==> src/rtl/prbs_seq_ctrl.sv <==
// Sequencing controller for prbs_core_lfsr: paces lfsr_clk_enable at a programmable
// bit rate and runs fixed-length or continuous bursts with deferred PN-select changes.
module prbs_seq_ctrl #(
    parameter int DIV_W = 16,
    parameter int CNT_W = 32
) (
    input  logic             dac_clk,
    input  logic             reset_n,
    input  logic [4:0]       cfg_pn_select,
    input  logic [DIV_W-1:0] cfg_rate_div,
    input  logic [CNT_W-1:0] cfg_burst_len,
    input  logic             cfg_update,
    input  logic             start,
    input  logic             stop,
    input  logic             lfsr_data_valid,
    output logic             lfsr_clk_enable,
    output logic [4:0]       prbs_pn_select_reg,
    output logic             busy,
    output logic             done,
    output logic             cfg_err,
    output logic [CNT_W-1:0] bit_cnt
);

    typedef enum logic {
        IDLE = 1'b0,
        RUN  = 1'b1
    } state_t;

    localparam logic [4:0] PN_MAX = 5'd14;

    state_t             state_q, state_d;
    logic [DIV_W-1:0]   div_cnt_q, div_cnt_d;
    logic [CNT_W-1:0]   bit_cnt_q, bit_cnt_d;
    logic [DIV_W-1:0]   act_div_q, act_div_d;
    logic [CNT_W-1:0]   act_len_q, act_len_d;
    logic [4:0]         pn_q, pn_d;
    logic [DIV_W-1:0]   sh_div_q, sh_div_d;
    logic [CNT_W-1:0]   sh_len_q, sh_len_d;
    logic [4:0]         sh_pn_q, sh_pn_d;
    logic               pend_q, pend_d;
    logic               en_q, en_d;
    logic               done_q, done_d;
    logic               err_q, err_d;

    logic               upd_ok;
    logic               start_go;
    logic               burst_end;
    logic [CNT_W-1:0]   bit_cnt_inc;

    assign upd_ok      = cfg_update && (cfg_pn_select <= PN_MAX);
    assign start_go    = (state_q == IDLE) && start && !stop;
    // bit_cnt counts enables once their cycle has been issued to the core.
    assign bit_cnt_inc = bit_cnt_q + CNT_W'(en_q);
    assign burst_end   = (state_q == RUN) && en_q && (act_len_q != '0) &&
                         (bit_cnt_inc == act_len_q);

    always_ff @(posedge dac_clk or negedge reset_n) begin
        if (!reset_n) begin
            state_q   <= IDLE;
            div_cnt_q <= '0;
            bit_cnt_q <= '0;
            act_div_q <= '0;
            act_len_q <= '0;
            pn_q      <= '0;
            sh_div_q  <= '0;
            sh_len_q  <= '0;
            sh_pn_q   <= '0;
            pend_q    <= 1'b0;
            en_q      <= 1'b0;
            done_q    <= 1'b0;
            err_q     <= 1'b0;
        end else begin
            state_q   <= state_d;
            div_cnt_q <= div_cnt_d;
            bit_cnt_q <= bit_cnt_d;
            act_div_q <= act_div_d;
            act_len_q <= act_len_d;
            pn_q      <= pn_d;
            sh_div_q  <= sh_div_d;
            sh_len_q  <= sh_len_d;
            sh_pn_q   <= sh_pn_d;
            pend_q    <= pend_d;
            en_q      <= en_d;
            done_q    <= done_d;
            err_q     <= err_d;
        end
    end

    always_comb begin
        state_d = state_q;
        case (state_q)
            IDLE:    if (start && !stop) state_d = RUN;
            RUN:     if (stop || burst_end) state_d = IDLE;
            default: state_d = IDLE;
        endcase
    end

    always_comb begin
        div_cnt_d = div_cnt_q;
        bit_cnt_d = bit_cnt_q;
        act_div_d = act_div_q;
        act_len_d = act_len_q;
        pn_d      = pn_q;
        sh_div_d  = sh_div_q;
        sh_len_d  = sh_len_q;
        sh_pn_d   = sh_pn_q;
        pend_d    = pend_q;
        en_d      = 1'b0;
        done_d    = 1'b0;
        err_d     = cfg_update && !upd_ok;

        if (state_q == IDLE) begin
            if (start_go && pend_q) begin
                act_div_d = sh_div_q;
                act_len_d = sh_len_q;
                pn_d      = sh_pn_q;
                pend_d    = 1'b0;
            end
            if (upd_ok) begin
                act_div_d = cfg_rate_div;
                act_len_d = cfg_burst_len;
                pn_d      = cfg_pn_select;
                pend_d    = 1'b0;
            end
            // The start edge is the first divider tick, so act_div=0 enables at once.
            if (start_go) begin
                bit_cnt_d = '0;
                if (act_div_d == '0) begin
                    en_d      = 1'b1;
                    div_cnt_d = '0;
                end else begin
                    div_cnt_d = DIV_W'(1);
                end
            end
        end else begin
            if (lfsr_data_valid && pend_q) pn_d = sh_pn_q;
            if (upd_ok) begin
                sh_div_d = cfg_rate_div;
                sh_len_d = cfg_burst_len;
                sh_pn_d  = cfg_pn_select;
                pend_d   = 1'b1;
            end
            bit_cnt_d = bit_cnt_inc;
            if (stop) begin
                en_d = 1'b0;
            end else if (burst_end) begin
                done_d = 1'b1;
            end else if (div_cnt_q == act_div_q) begin
                en_d      = 1'b1;
                div_cnt_d = '0;
            end else begin
                div_cnt_d = div_cnt_q + DIV_W'(1);
            end
        end
    end

    assign lfsr_clk_enable    = en_q;
    assign prbs_pn_select_reg = pn_q;
    assign busy               = (state_q == RUN);
    assign done               = done_q;
    assign cfg_err            = err_q;
    assign bit_cnt            = bit_cnt_q;

endmodule

==> config.mk <==
export PLATFORM = sky130hd
export DESIGN_NAME = prbs_seq_ctrl
export DESIGN_NICKNAME = d
export VERILOG_FILES = /design/src/rtl/prbs_seq_ctrl.sv
export SDC_FILE = /design/constraint.sdc
export NUM_CORES = 1
export LEC_CHECK = 0
export CAP_MARGIN = 0
export CORE_MARGIN = 1
export CORE_UTILIZATION = 62
export CTS_CLUSTER_DIAMETER = 40
export DETAILED_ROUTE_END_ITERATION = 7
export GPL_TIMING_DRIVEN = 0
export PLACE_DENSITY_LB_ADDON = 0.1
export SLEW_MARGIN = 30
export SYNTH_ARGS = -nofsm -noshare
export SYNTH_HDL_FRONTEND = slang
export SYNTH_SLANG_ARGS = --single-unit
==> constraint.sdc <==
create_clock -name dac_clk -period 9.1 [get_ports dac_clk]
set_input_delay 0.91 -clock dac_clk [delete_from_list [all_inputs] [get_ports dac_clk]]
set_output_delay 0.91 -clock dac_clk [all_outputs]
set_load 0.01 [all_outputs]
==> results.sh <==
export IMPL_status="completed"
export IMPL_final_util_pct=76.28
export IMPL_die_h_um=124.0
export IMPL_synth_seq_cells=159
export IMPL_clkLatencyLatePin_ns=0.43
export IMPL_grt_busiest_layer="met2"
export IMPL_critPathKind="flip-flop to flip-flop"
export IMPL_finalWeightedCongestion=1.015
export IMPL_critical_path_required_ns=9.41
export IMPL_syn_inst=991
export IMPL_io_pins=100
export IMPL_layout_min_cycle_time_ns=4.122
export IMPL_yosysUniqueCellTypes=73
export IMPL_syn_to_final_growth_pct=20.18
export IMPL_hold_class="input pin to async pin"
export IMPL_wl_um=26990
export IMPL_drtAntennaViolNets=0
export IMPL_power_density_nw_per_um2=194.1
export IMPL_arrival_ns=4.44
export IMPL_synth_area_top_cells="dfrtp_1 (43%), mux2_2 (6.3%), xnor2_1 (5.6%)"
export IMPL_placed_area_um2=10490
export IMPL_io_buffers=99
export IMPL_max_slew_worst_pin_slew_ns=0.9438
export IMPL_crit_path_top_delay_cell="nor3_2"
export IMPL_grt_max_degree=84
export IMPL_synth_top_area_share_pct=43.13
export IMPL_cts_resized=0
export IMPL_clock_path_buffers=2
export IMPL_yosys_area_top_type="dfrtp_1"
export IMPL_crit_family="simple AND/OR/NAND/NOR gates"
export IMPL_grt_usage_pct=36.67
export IMPL_dieWidth_um=124.0
export IMPL_ctsHoldBuffers=0
export IMPL_synth_nets=1053
export IMPL_synth_most_common_cell="dfrtp_1"
export IMPL_slew_violations=0
export IMPL_gr_total_overflow=0
export IMPL_ys_seq_area_share_pct=43.13
export IMPL_wire_per_inst_um=20.66
export IMPL_finalSetupTns_ns=0
export IMPL_stdcell_count=1306
export IMPL_grt_pass1_wl_um=42120
export IMPL_whs_ns=0.4027
export IMPL_h_tree_depth=4
export IMPL_ys_warn_count=0
export IMPL_cp_end_kind="flip-flop"
export IMPL_setup_ws_ns=4.978
export IMPL_ys_async_sr_fraction_pct=100.0
export IMPL_cp_max_fo=10
export IMPL_setup_viol=0
export IMPL_finalPower_mw=2.152
export IMPL_fp_dieArea_um2=15370
export IMPL_place_ws_ns=4.842
export IMPL_period_share_pct=45.30
export IMPL_rsz0062_at_grt="false"
export IMPL_maxSlewHeadroom_pct=37.08
export IMPL_drc=0
export IMPL_vias=8488
export IMPL_ir_worst_vdd_mv=0.1588
export IMPL_initialDrtViolationCount=1034
export IMPL_synth_common_cells="dfrtp_1 (159), nand2_1 (121), nor2_1 (86)"
export IMPL_cts_tree="yes"
export IMPL_path_cells="ha_1, nand2_1, nor3_2, a311oi_1, nor4b_1, nand4_1, nor3_1, nand3_1, a32o_1"
export IMPL_syn_area_um2=9225
export IMPL_viasPerCell=6.499
export IMPL_clk_pin_slew_worst_paths_ns=0.07
export IMPL_synth_edf_count=0
export IMPL_met1_usage_pct=53.41
export IMPL_antenna_found_initial=0
export IMPL_leakage_nw=4.325
export IMPL_core_area_um2=14530
export IMPL_nNetsFinal=1172
export IMPL_clockRootBuffer="clkbuf_16"
export IMPL_n_antenna_cell=0
export IMPL_firstDrtPassIters=6
export IMPL_grt_pass1_vias=7752
export IMPL_cp_slowest_stage_delay_ns=0.53
export IMPL_hold_viol_final=0
export IMPL_maxCapViolCount=0
export IMPL_met3_usage_pct=7.097
export IMPL_syn_area_per_cell_um2=9.309
export IMPL_fin_area_um2=11090
export IMPL_grt_use_met2_pct=55.45
export IMPL_dp_hpwl_um=19540
export IMPL_drive_gt1_share_pct=10.96
export IMPL_cts_sinks=159
export IMPL_synth_flop_cell="dfrtp_1"
export IMPL_cts_buffers=17
export IMPL_post_cts_buffers=0
export IMPL_timing_fmax_mhz=242.6
export IMPL_startpoint_type="flip-flop"
export IMPL_initial_core_util_pct=63.47
export IMPL_rows=44
export IMPL_skew_ns=0.01092
export IMPL_place_inst=1275
export IMPL_critPathBufInv=0
-- area by class of cell --
type	count	area, um2
timing repair buffer	100	1023
multi-input combinational	745	4911
clock inverter	11	133.9
clock buffer	20	456.7
buffer	71	292.8
fill	1029	3447
tap	184	230.2
sequential	159	3979
inverter	16	60.06
-- path summary, 6_finish.rpt --
path | slack (ns) | endpoint | startpoint | depth (start not counted)
worst max-delay path | 4.98 | div_cnt_q[5] | lfsr_clk_enable | 9
worst min-delay path | 0.40 | bit_cnt[14] | reset_n | 1
worst max register to register | 4.98 | div_cnt_q[5] | lfsr_clk_enable | 9
worst min register to register | 0.48 | sh_pn_q[4] | sh_pn_q[4] | 1
max in group asynchronous | 7.86 | sh_div_q[4] | reset_n | 2
min in group dac_clk | 0.48 | sh_pn_q[4] | sh_pn_q[4] | 1
-- routing by layer --
metal	routed length (um)	part of all wire (%)
met5	0	0
met2	12250	45
met1	11800	44
met3	2351	8.7
met4	594	2.2
-- cell usage in the layout (no fill, tap or decap), types with 9 or more instances in the layout --
master	instances
nor3_1	12
clkbuf_16	17
or3_1	11
xor2_1	11
xnor2_1	59
o22ai_1	18
clkdlybuf4s50_1	98
dfrtp_1	159
a21oi_1	34
nor2_1	86
mux2_2	52
inv_1	16
and3_1	19
nand4_1	26
nand2_1	121
buf_2	12
and4_1	10
nand3_1	24
and2_1	11
o21ai_0	42
a31oi_1	34
nor4_1	38
nor2b_1	9
clkbuf_1	58
-- worst reg2reg max path: stages, from the launching register on --
cell and delay [ns]:
dfrtp_1 0.45, ha_1 0.36, nand2_1 0.32, nor3_2 0.54, a311oi_1 0.26, nor4b_1 0.52, nand4_1 0.23, nor3_1 0.47
nand3_1 0.47, a32o_1 0.37
-- report_power, final --
group	internal (mW)	switching [mW]
sequential	0.835	0.143
combinational	0.226	0.225
clock	0.420	0.302
total	1.48	0.670
-- cells by family (layout without fill, tap and decap cells) --
| logic type | after synthesis | count (layout) | synth area share, % |
|---|---|---|---|
| DFF | 159 | 159 | 43.13 |
| AOI/OAI and AO/OA | 201 | 201 | 14.88 |
| and+or+nand+nor | 407 | 407 | 22.62 |
| muxes | 58 | 58 | 7.012 |
| adders and majority gates | 3 | 3 | 0.4069 |
| xor gates and xnor gates | 76 | 76 | 8.124 |
| buffers and inverters | 87 | 218 | 3.825 |
Power figures use the tool's default switching activity.
